**src/rtl/display_select_scheduler_if.sv**
```systemverilog
`default_nettype none
// ============================================================================
// Module      : display_select_scheduler_if
// Description : Board inputs, debug buses and mux-side outputs of the
//               display selector, bundled for the scheduler and its driver.
// Revision    : 1.0 - initial release
// ============================================================================
interface display_select_scheduler_if;
    logic        key_next_n;
    logic        key_prev_n;
    logic        sw_auto;
    logic        sw_hold;
    logic [31:0] instr_bus;
    logic [31:0] rd1_bus;
    logic [31:0] rd2_bus;
    logic [31:0] result_bus;
    logic [1:0]  selm;
    logic [3:0]  sel_led;
    logic [31:0] snap_instr;
    logic [31:0] snap_rd1;
    logic [31:0] snap_rd2;
    logic [31:0] snap_result;
    logic        step_pulse;

    modport master (
        output key_next_n, key_prev_n, sw_auto, sw_hold,
        output instr_bus, rd1_bus, rd2_bus, result_bus,
        input  selm, sel_led, step_pulse,
        input  snap_instr, snap_rd1, snap_rd2, snap_result
    );

    modport slave (
        input  key_next_n, key_prev_n, sw_auto, sw_hold,
        input  instr_bus, rd1_bus, rd2_bus, result_bus,
        output selm, sel_led, step_pulse,
        output snap_instr, snap_rd1, snap_rd2, snap_result
    );
endinterface
`default_nettype wire

```
**src/rtl/display_select_scheduler.sv**
```systemverilog
`default_nettype none
// ============================================================================
// Module      : display_select_scheduler
// Description : Debounced manual / timed auto stepping of the 2-bit hex-mux
//               selector, with hold-able snapshots of the four debug buses.
// Revision    : 1.0 - initial release
// ============================================================================
module display_select_scheduler #(
    parameter int DEBOUNCE_CYCLES = 500000,
    parameter int DWELL_CYCLES    = 100000000,
    parameter int DB_W            = 20,
    parameter int DW_W            = 27
) (
    input  wire logic                    clk,
    input  wire logic                    reset,
    display_select_scheduler_if.slave    bus
);

    localparam logic [DB_W-1:0] c_DB_MAX   = DB_W'(DEBOUNCE_CYCLES - 1);
    localparam logic [DW_W-1:0] c_DW_MAX   = DW_W'(DWELL_CYCLES - 1);
    localparam logic [0:0]      S_MANUAL   = 1'b0;
    localparam logic [0:0]      S_AUTO     = 1'b1;

    logic [1:0]      w_key_raw;
    logic [1:0]      w_key_evt;
    logic [1:0]      r_sw_meta;
    logic [1:0]      r_sw_sync;
    logic            w_sw_auto;
    logic            w_sw_hold;
    logic [0:0]      r_state;
    logic [DW_W-1:0] r_dwell;
    logic [1:0]      r_selm;
    logic [3:0]      r_sel_led;
    logic            r_step_pulse;
    logic [31:0]     r_snap_instr;
    logic [31:0]     r_snap_rd1;
    logic [31:0]     r_snap_rd2;
    logic [31:0]     r_snap_result;
    logic            w_next;
    logic            w_prev;
    logic            w_key_step;
    logic            w_auto_step;
    logic [1:0]      w_sel_nxt;

    assign w_key_raw = {bus.key_prev_n, bus.key_next_n};

    // Index 0 = next key, index 1 = prev key; both idle high.
    for (genvar k = 0; k < 2; k++) begin : g_key
        logic            r_meta;
        logic            r_sync;
        logic            r_db;
        logic            r_db_d;
        logic [DB_W-1:0] r_cnt;

        always_ff @(posedge clk) begin
            if (reset) begin
                r_meta <= 1'b1;
                r_sync <= 1'b1;
                r_db   <= 1'b1;
                r_db_d <= 1'b1;
                r_cnt  <= '0;
            end else begin
                r_meta <= w_key_raw[k];
                r_sync <= r_meta;
                r_db_d <= r_db;
                if (r_sync != r_db) begin
                    if (r_cnt == c_DB_MAX) begin
                        r_db  <= r_sync;
                        r_cnt <= '0;
                    end else begin
                        r_cnt <= r_cnt + 1'b1;
                    end
                end else begin
                    r_cnt <= '0;
                end
            end
        end

        // Press only: debounced level falling from released to pressed.
        assign w_key_evt[k] = r_db_d & ~r_db;
    end

    always_ff @(posedge clk) begin
        if (reset) begin
            r_sw_meta <= 2'b00;
            r_sw_sync <= 2'b00;
        end else begin
            r_sw_meta <= {bus.sw_hold, bus.sw_auto};
            r_sw_sync <= r_sw_meta;
        end
    end

    assign w_sw_auto = r_sw_sync[0];
    assign w_sw_hold = r_sw_sync[1];

    // Coincident next+prev cancel; a key step pre-empts a dwell expiry.
    assign w_next      = w_key_evt[0] & ~w_key_evt[1];
    assign w_prev      = w_key_evt[1] & ~w_key_evt[0];
    assign w_key_step  = w_next | w_prev;
    assign w_auto_step = (r_state == S_AUTO) && w_sw_auto && (r_dwell == c_DW_MAX);

    always_comb begin
        w_sel_nxt = r_selm;
        if (w_next) begin
            w_sel_nxt = r_selm + 2'd1;
        end else if (w_prev) begin
            w_sel_nxt = r_selm - 2'd1;
        end else if (w_auto_step) begin
            w_sel_nxt = r_selm + 2'd1;
        end
    end

    always_ff @(posedge clk) begin
        if (reset) begin
            r_state      <= S_MANUAL;
            r_dwell      <= '0;
            r_selm       <= 2'b00;
            r_sel_led    <= 4'b0001;
            r_step_pulse <= 1'b0;
        end else begin
            case (r_state)
                S_MANUAL: begin
                    r_dwell <= '0;
                    if (w_sw_auto) begin
                        r_state <= S_AUTO;
                    end
                end
                S_AUTO: begin
                    if (!w_sw_auto) begin
                        r_state <= S_MANUAL;
                        r_dwell <= '0;
                    end else if (w_key_step || w_auto_step) begin
                        r_dwell <= '0;
                    end else begin
                        r_dwell <= r_dwell + 1'b1;
                    end
                end
                default: begin
                    r_state <= S_MANUAL;
                    r_dwell <= '0;
                end
            endcase
            r_selm       <= w_sel_nxt;
            r_sel_led    <= 4'b0001 << w_sel_nxt;
            r_step_pulse <= w_key_step | w_auto_step;
        end
    end

    always_ff @(posedge clk) begin
        if (reset) begin
            r_snap_instr  <= '0;
            r_snap_rd1    <= '0;
            r_snap_rd2    <= '0;
            r_snap_result <= '0;
        end else if (!w_sw_hold) begin
            r_snap_instr  <= bus.instr_bus;
            r_snap_rd1    <= bus.rd1_bus;
            r_snap_rd2    <= bus.rd2_bus;
            r_snap_result <= bus.result_bus;
        end
    end

    assign bus.selm        = r_selm;
    assign bus.sel_led     = r_sel_led;
    assign bus.step_pulse  = r_step_pulse;
    assign bus.snap_instr  = r_snap_instr;
    assign bus.snap_rd1    = r_snap_rd1;
    assign bus.snap_rd2    = r_snap_rd2;
    assign bus.snap_result = r_snap_result;

endmodule
`default_nettype wire
```
**src/flat_wrapper.sv**
```systemverilog
// flat-port wrapper written by rule: the top's interface ports become plain ports
module display_select_scheduler_flat 
#(
    parameter int DEBOUNCE_CYCLES = 500000,
    parameter int DWELL_CYCLES    = 100000000,
    parameter int DB_W            = 20,
    parameter int DW_W            = 27
)
  (clk, reset, bus_key_next_n, bus_key_prev_n, bus_sw_auto, bus_sw_hold, bus_instr_bus, bus_rd1_bus, bus_rd2_bus, bus_result_bus, bus_selm, bus_sel_led, bus_step_pulse, bus_snap_instr, bus_snap_rd1, bus_snap_rd2, bus_snap_result);
  display_select_scheduler_if bus_i ();
  input  wire logic clk;
  input  wire logic reset;
  input wire logic [$bits(bus_i.key_next_n)-1:0] bus_key_next_n;
  input wire logic [$bits(bus_i.key_prev_n)-1:0] bus_key_prev_n;
  input wire logic [$bits(bus_i.sw_auto)-1:0] bus_sw_auto;
  input wire logic [$bits(bus_i.sw_hold)-1:0] bus_sw_hold;
  input wire logic [$bits(bus_i.instr_bus)-1:0] bus_instr_bus;
  input wire logic [$bits(bus_i.rd1_bus)-1:0] bus_rd1_bus;
  input wire logic [$bits(bus_i.rd2_bus)-1:0] bus_rd2_bus;
  input wire logic [$bits(bus_i.result_bus)-1:0] bus_result_bus;
  output wire logic [$bits(bus_i.selm)-1:0] bus_selm;
  output wire logic [$bits(bus_i.sel_led)-1:0] bus_sel_led;
  output wire logic [$bits(bus_i.step_pulse)-1:0] bus_step_pulse;
  output wire logic [$bits(bus_i.snap_instr)-1:0] bus_snap_instr;
  output wire logic [$bits(bus_i.snap_rd1)-1:0] bus_snap_rd1;
  output wire logic [$bits(bus_i.snap_rd2)-1:0] bus_snap_rd2;
  output wire logic [$bits(bus_i.snap_result)-1:0] bus_snap_result;
  assign bus_i.key_next_n = bus_key_next_n;
  assign bus_i.key_prev_n = bus_key_prev_n;
  assign bus_i.sw_auto = bus_sw_auto;
  assign bus_i.sw_hold = bus_sw_hold;
  assign bus_i.instr_bus = bus_instr_bus;
  assign bus_i.rd1_bus = bus_rd1_bus;
  assign bus_i.rd2_bus = bus_rd2_bus;
  assign bus_i.result_bus = bus_result_bus;
  assign bus_selm = bus_i.selm;
  assign bus_sel_led = bus_i.sel_led;
  assign bus_step_pulse = bus_i.step_pulse;
  assign bus_snap_instr = bus_i.snap_instr;
  assign bus_snap_rd1 = bus_i.snap_rd1;
  assign bus_snap_rd2 = bus_i.snap_rd2;
  assign bus_snap_result = bus_i.snap_result;
  display_select_scheduler #(.DEBOUNCE_CYCLES(DEBOUNCE_CYCLES), .DWELL_CYCLES(DWELL_CYCLES), .DB_W(DB_W), .DW_W(DW_W)) u_core (.clk(clk), .reset(reset), .bus(bus_i));
endmodule
```
**config.mk**
```make
export PLATFORM = sky130hd
export DESIGN_NAME = display_select_scheduler_flat
export DESIGN_NICKNAME = d
export VERILOG_FILES = /design/src/rtl/display_select_scheduler_if.sv /design/src/rtl/display_select_scheduler.sv /design/src/flat_wrapper.sv
export SDC_FILE = /design/constraint.sdc
export NUM_CORES = 1
export LEC_CHECK = 0
export BUFFER_PORTS_ARGS = -buffer_cell sky130_fd_sc_hd__buf_2
export CAP_MARGIN = 10
export CORE_ASPECT_RATIO = 0.9
export CORE_MARGIN = 5
export CORE_UTILIZATION = 52
export CTS_BUF_LIST = sky130_fd_sc_hd__clkbuf_8
export CTS_CLUSTER_DIAMETER = 40
export DETAILED_ROUTE_END_ITERATION = 6
export PLACE_DENSITY_LB_ADDON = 0.08
export SLEW_MARGIN = 20
export SYNTH_ARGS = -nofsm -noshare
export SYNTH_HDL_FRONTEND = slang
export SYNTH_SLANG_ARGS = --single-unit
```
**constraint.sdc**
```tcl
create_clock -name clk -period 3.3 [get_ports clk]
set_clock_uncertainty 0.15 [all_clocks]
set_input_delay 0.495 -clock clk [delete_from_list [all_inputs] [get_ports clk]]
set_output_delay 0.495 -clock clk [all_outputs]
set_load 0.01 [all_outputs]
```
Word-level counts from Yosys, hierarchy flattened
Index checks and enable logic that the tools add are counted.
- equal/unequal tests: 5
- reduce and logical (&&, ||, !) cells: 7
- bitwise operators: 13
- muxes and demuxes: 7
- shift-type cells: 1
- add/sub/neg operators: 5
- operator list (kind ; count):
    27-bit 2-to-1 mux ; 2
    27-bit one-hot mux with 2 select lines ; 1
    20-bit by 1-bit adder with 20-bit output (second input constant) ; 2
    20-bit by 19-bit equality test with 1-bit output (second input constant) ; 2
    27-bit by 1-bit adder with 27-bit output (second input constant) ; 1
    27-bit equality test (second input constant) ; 1
    1-bit NOT ; 7
    2-bit 2-to-1 mux ; 3
    3-bit OR reduction ; 2
    1-bit bitwise AND ; 4
    2-bit AND reduction ; 2
    1-bit by 2-bit left shift with 4-bit output (first input constant) ; 1
    2-bit by 1-bit adder with 2-bit output (second input constant) ; 1
    1-bit logical AND ; 2
    1-bit != test ; 2
    1-bit OR ; 2
    2-bit by 1-bit subtractor with 2-bit output (second input constant) ; 1
    1-bit logical OR ; 1
    1-bit 2-to-1 mux ; 1
- flip-flop bits (word level): 215
- logic and storage cells: 59
- bits of input ports: 134
- output and inout port bits: 135

Longest topological paths before layout
- word-level depth: 9
- mapped depth: 7
- depth with buffers taken out: 7

Least setup slack after synthesis
Ideal clock, no wire load.
- path type: reg-to-reg
- start: register u_core.r_dwell[0]
- end: register u_core.r_sel_led[1], in the netlist u_core.bus.sel_led[1]
- buffers on the path: 1
- slack: 1.109 ns
- stages on the path, launching flop included: 8
- setup time: 0.133 ns
- arrival: 1.908 ns
- cell sequence: dfxtp_1 > ha_1 > nand4_1 > or3_1 > or4_4 > buf_6 > nand4b_1 > o221ai_1
- cells in the longest elaborated chain, start to end: 6
- RTL lines (element ; RTL line ; RTL):
    from (decl) ; display_select_scheduler.sv:31 ; logic [DW_W-1:0] r_dwell;
    from (signal assigned) ; display_select_scheduler.sv:135 ; r_dwell <= r_dwell + 1'b1;
    27-bit equality test ; display_select_scheduler.sv:100 ; assign w_auto_step = (r_state == S_AUTO) && w_sw_auto && (r_dwell == c_DW_MAX);
    1-bit logical AND ; display_select_scheduler.sv:100 ;
    2-bit 2-to-1 mux ; display_select_scheduler.sv:108 ; end else if (w_auto_step) begin
    2-bit 2-to-1 mux ; display_select_scheduler.sv:106 ; end else if (w_prev) begin
    2-bit 2-to-1 mux ; display_select_scheduler.sv:104 ; if (w_next) begin
    1-bit by 2-bit left shift with 4-bit output ; display_select_scheduler.sv:144 ; r_sel_led <= 4'b0001 << w_sel_nxt;
    to (signal assigned) ; display_select_scheduler.sv:144 ;
    to (decl) ; display_select_scheduler.sv:33 ; logic [3:0] r_sel_led;
Every way passes these cells.
A chain may end at the register's enable or synchronous reset.

Worst setup path after layout
- start: register u_core.r_dwell[0]
- end: register u_core.r_dwell[11]
- cells in the longest elaborated chain, start to end: 6
- RTL lines (element ; RTL line ; RTL):
    branches (longest 3 deep; another with 27-bit by 1-bit adder with 27-bit output) ; -- ;
    27-bit 2-to-1 mux * ; display_select_scheduler.sv:132 ; end else if (w_key_step || w_auto_step) begin
    27-bit 2-to-1 mux * ; display_select_scheduler.sv:129 ; if (!w_sw_auto) begin
    27-bit one-hot mux with 2 select lines * ; display_select_scheduler.sv:121 ; case (r_state)
Every way passes the cells marked *.

==> flow_metrics.tcl <==
set metrics [dict create \
    reg2reg_to "u_core.r_dwell[11]$_SDFF_PP0_" \
    die_h_microns 129 \
    gp_congestion 0.775 \
    dp_hpwl_microns 13600 \
    critPathKind "flip-flop to flip-flop" \
    worst_setup_path_end_kind "flip-flop" \
    worst-path-buf-inv 0 \
    wl_microns 18900 \
    grtUsageTotal_pct 20.1 \
    syn_inst 833 \
    relSlewSlack_pct 34.7 \
    fp.coreArea_sq_mm 0.0154 \
    holdCritPathClass "input port to flip-flop" \
    rrSetupSlack_ns 0.83 \
    crit_family "simple AND/OR/NAND/NOR gates" \
    drc_errors 0 \
    crit_chain "ha_1 -> nand4_1 -> or3_1 -> or4_4 -> nand4_4 -> nor2_1" \
    synth_area_leaders "dfxtp_1 (53%), mux2i_1 (16%), nor2_1 (9.9%)" \
    cts_hold_buf 2 \
    setup_viol 0 \
    cp.depth 6 \
    ctsResizeCount 0 \
    fmax_mhz 405 \
    overflow 0 \
    synth_top_cell_by_area "dfxtp_1" \
    worstSkewPairLatency_ns 0.51 \
    dieArea_sq_mm 0.0184 \
    synth_area_sq_mm 0.00819 \
    antenna_left 0 \
    worstMarginPinSlew_ns 0.971 \
    crit_fanout 27 \
    io_buffers 268 \
    cts_sinks 215 \
    period_share_pct 74.9 \
    initial_core_util_pct 53.0 \
    tns_ns 0 \
    viasPerCell 4.87 \
    r2r-start "u_core.r_dwell[0]$_SDFF_PP0_" \
    crit_path_end "u_core.r_dwell[11]$_SDFF_PP0_" \
    io_pins 269 \
    synthArstFlopShare_pct 0 \
    netlist.area_leader.share_pct 52.6 \
    drv_cap 0 \
    grt_max_degree 100 \
    reg2regPathDepth 6 \
    power_density_mw_per_mm2 521 \
    ys_types 39 \
    first_global_vias 6278 \
    fin_area_sq_mm 0.0104 \
    final-hold-violation-count 0 \
    synth_nets 972 \
    post_cts_buffers 0 \
    synth-seq-area-share_pct 52.6 \
    h-tree-depth 2 \
    avgSynthCellArea_sq_um 9.83 \
    layout.nets 1246 \
    synth_seq_cells 215 \
    cpMaxStageDelayCell "or4_4" \
    placed_area_sq_mm 0.00970 \
    leakage_nw 4.43 \
    ys.flop_type "dfxtp_1" \
    area_growth_pct 27.2 \
    cp.required_ns 3.53 \
    drv_slew 0 \
    cp_slowest_stage_delay_ns 0.59 \
    clk_pin_slew_ns 0.06 \
    status "completed" \
    fill_cells 1277 \
    crit_path_start "u_core.r_dwell[0]$_SDFF_PP0_" \
    clockRootBuffer "clkbuf_8" \
    fin_crit_ns 2.47 \
    antenna_found_initial 5 \
    fp-row-count 43 \
    cts_tree "yes" \
    numCtsBuffers 37 \
    vias 6496 \
    synth-edff-count 0 \
    wire_per_inst_microns 14.2 \
    rsz0062_at_grt "false" \
    n_antenna_cell 0 \
    grt_pass1_wl_microns 30400 \
    drive_gt1_share_pct 29.9 \
    drtIter0Drc 265 \
    startpoint_type "flip-flop" \
    arrival_ns 2.70 \
    clk_path_buf_depth 3 \
    drt-pass1-iter-count 4 \
    ys_warn_count 0 \
    die_w_microns 142 \
    ir_drop_v 0.000333 \
]
## Yosys cell counts, drive strengths merged, types with 2 or more instances
cell and count:
or3 4, nor4 8, nand2b 4, nand2 27, and3 4, xnor2 35
dfxtp 215, nand3b 2, or2 9, nor4b 6, ha 5, and4 3
mux2i 130, clkbuf 26, a211o 2, a21oi 2, xor2 28, and2 2
nor2 215, nand3 25, nor2b 10, or4 2, nand4 23, buf 15
nand4b 2, nor3 9, inv 14
## cell usage in the layout, fill, tap and decap left out, types with 2 or more instances in the layout
master,n
nor4_1,4
a21oi_1,2
nand2b_1,4
nor3_1,9
buf_12,4
buf_2,267
xor2_1,28
nand3b_1,2
clkbuf_8,41
dlygate4sd3_1,2
or3_1,4
nor4_2,4
nor2b_1,10
nand3_1,24
dfxtp_1,214
and3_1,4
nor2_1,215
inv_1,32
mux2i_1,130
nor4b_1,6
nand4b_1,2
xnor2_1,35
ha_1,5
or2_2,9
a211o_1,2
buf_4,3
nand4_1,22
clkinv_2,3
nand2_1,27
and4_1,3
and2_1,2
## stage by stage
| stage | utilization [%] | instances | setup slack (ns) | hold WS [ns] | power [mW] |
|---|---|---|---|---|---|
| after global placement | 62.8 | 1268 | 0.886 | 0.257 | 3.24 |
| after detailed placement | 62.8 | 1268 | 0.847 | 0.254 | 3.25 |
| after floorplan | - | 833 | 1.11 | 0.239 | 3.03 |
| after global routing | 67.5 | 1335 | 0.680 | 0.0254 | 5.69 |
| final | 67.5 | 1335 | 0.830 | 0.0431 | 5.43 |
| after CTS | 67.5 | 1335 | 0.842 | 0.0217 | 5.51 |
## layer usage
metal	up-vias	track usage, %	part of all wire [%]
met2	214	31.2	45
li1	3322	-	-
met3	32	8.63	11
met4	10	7.17	1.8
met5	-	0	0.35
met1	2918	25.2	42
## final cells by class
class	count	area, sq um	share of cell area, %
flip-flops and latches	215	4310	41.4
multi-input cells	563	3650	35.0
repair buffers	276	1460	14.0
clock buffers	41	564	5.42
well taps	202	253	2.43
clock inverters	24	129	1.24
inverters	14	52.6	0.505
## cell families (layout without fill, tap and decap cells)
logic type      after synthesis  after routing  share of synthesized area (%)
compound gates                8              8                          0.749
fa+ha+maj                     5              5                          0.764
buf+inv                      55            355                           2.84
simple gates                356            356                           20.3
xor+xnor                     63             63                           6.74
mux                         131            131                           16.0
flops                       215            215                           52.6
## how the worst min path moves through the flow
| stage | start | end | slack [ns] | cells after the start |
|---|---|---|---|---|
| 3_3_place_gp | u_core.g_key[1].r_meta$_SDFF_PP1_ | u_core.g_key[1].r_sync$_SDFF_PP1_ | 0.26 | 1 |
| 5_1_grt | bus_sw_auto | u_core.r_sw_meta[0]$_SDFF_PP0_ | 0.03 | 2 |
| 2_1_floorplan | u_core.g_key[0].r_meta$_SDFF_PP1_ | u_core.g_key[0].r_sync$_SDFF_PP1_ | 0.24 | 1 |
| 6_report | bus_sw_auto | u_core.r_sw_meta[0]$_SDFF_PP0_ | 0.04 | 2 |
| 4_1_cts | bus_sw_auto | u_core.r_sw_meta[0]$_SDFF_PP0_ | 0.02 | 2 |
| 3_5_place_dp | u_core.g_key[0].r_meta$_SDFF_PP1_ | u_core.g_key[0].r_sync$_SDFF_PP1_ | 0.25 | 1 |
## sequential cells by signal, summed over array words and instances (netlist names), 4 cells and up
signal	count
u_core.g_key.r_cnt	40
u_core.bus.snap_instr	32
u_core.bus.snap_rd1	32
u_core.bus.snap_rd2	32
u_core.bus.snap_result	32
u_core.r_dwell	27
u_core.bus.sel_led	4
## power breakdown
group | leakage [nW] | switching [mW] | internal [mW]
clock network | 0.421 | 1.02 | 1.22
registers | 1.77 | 0.0567 | 2.70
logic | 2.24 | 0.219 | 0.214
Note: power is estimated with default switching activity, not from simulation.
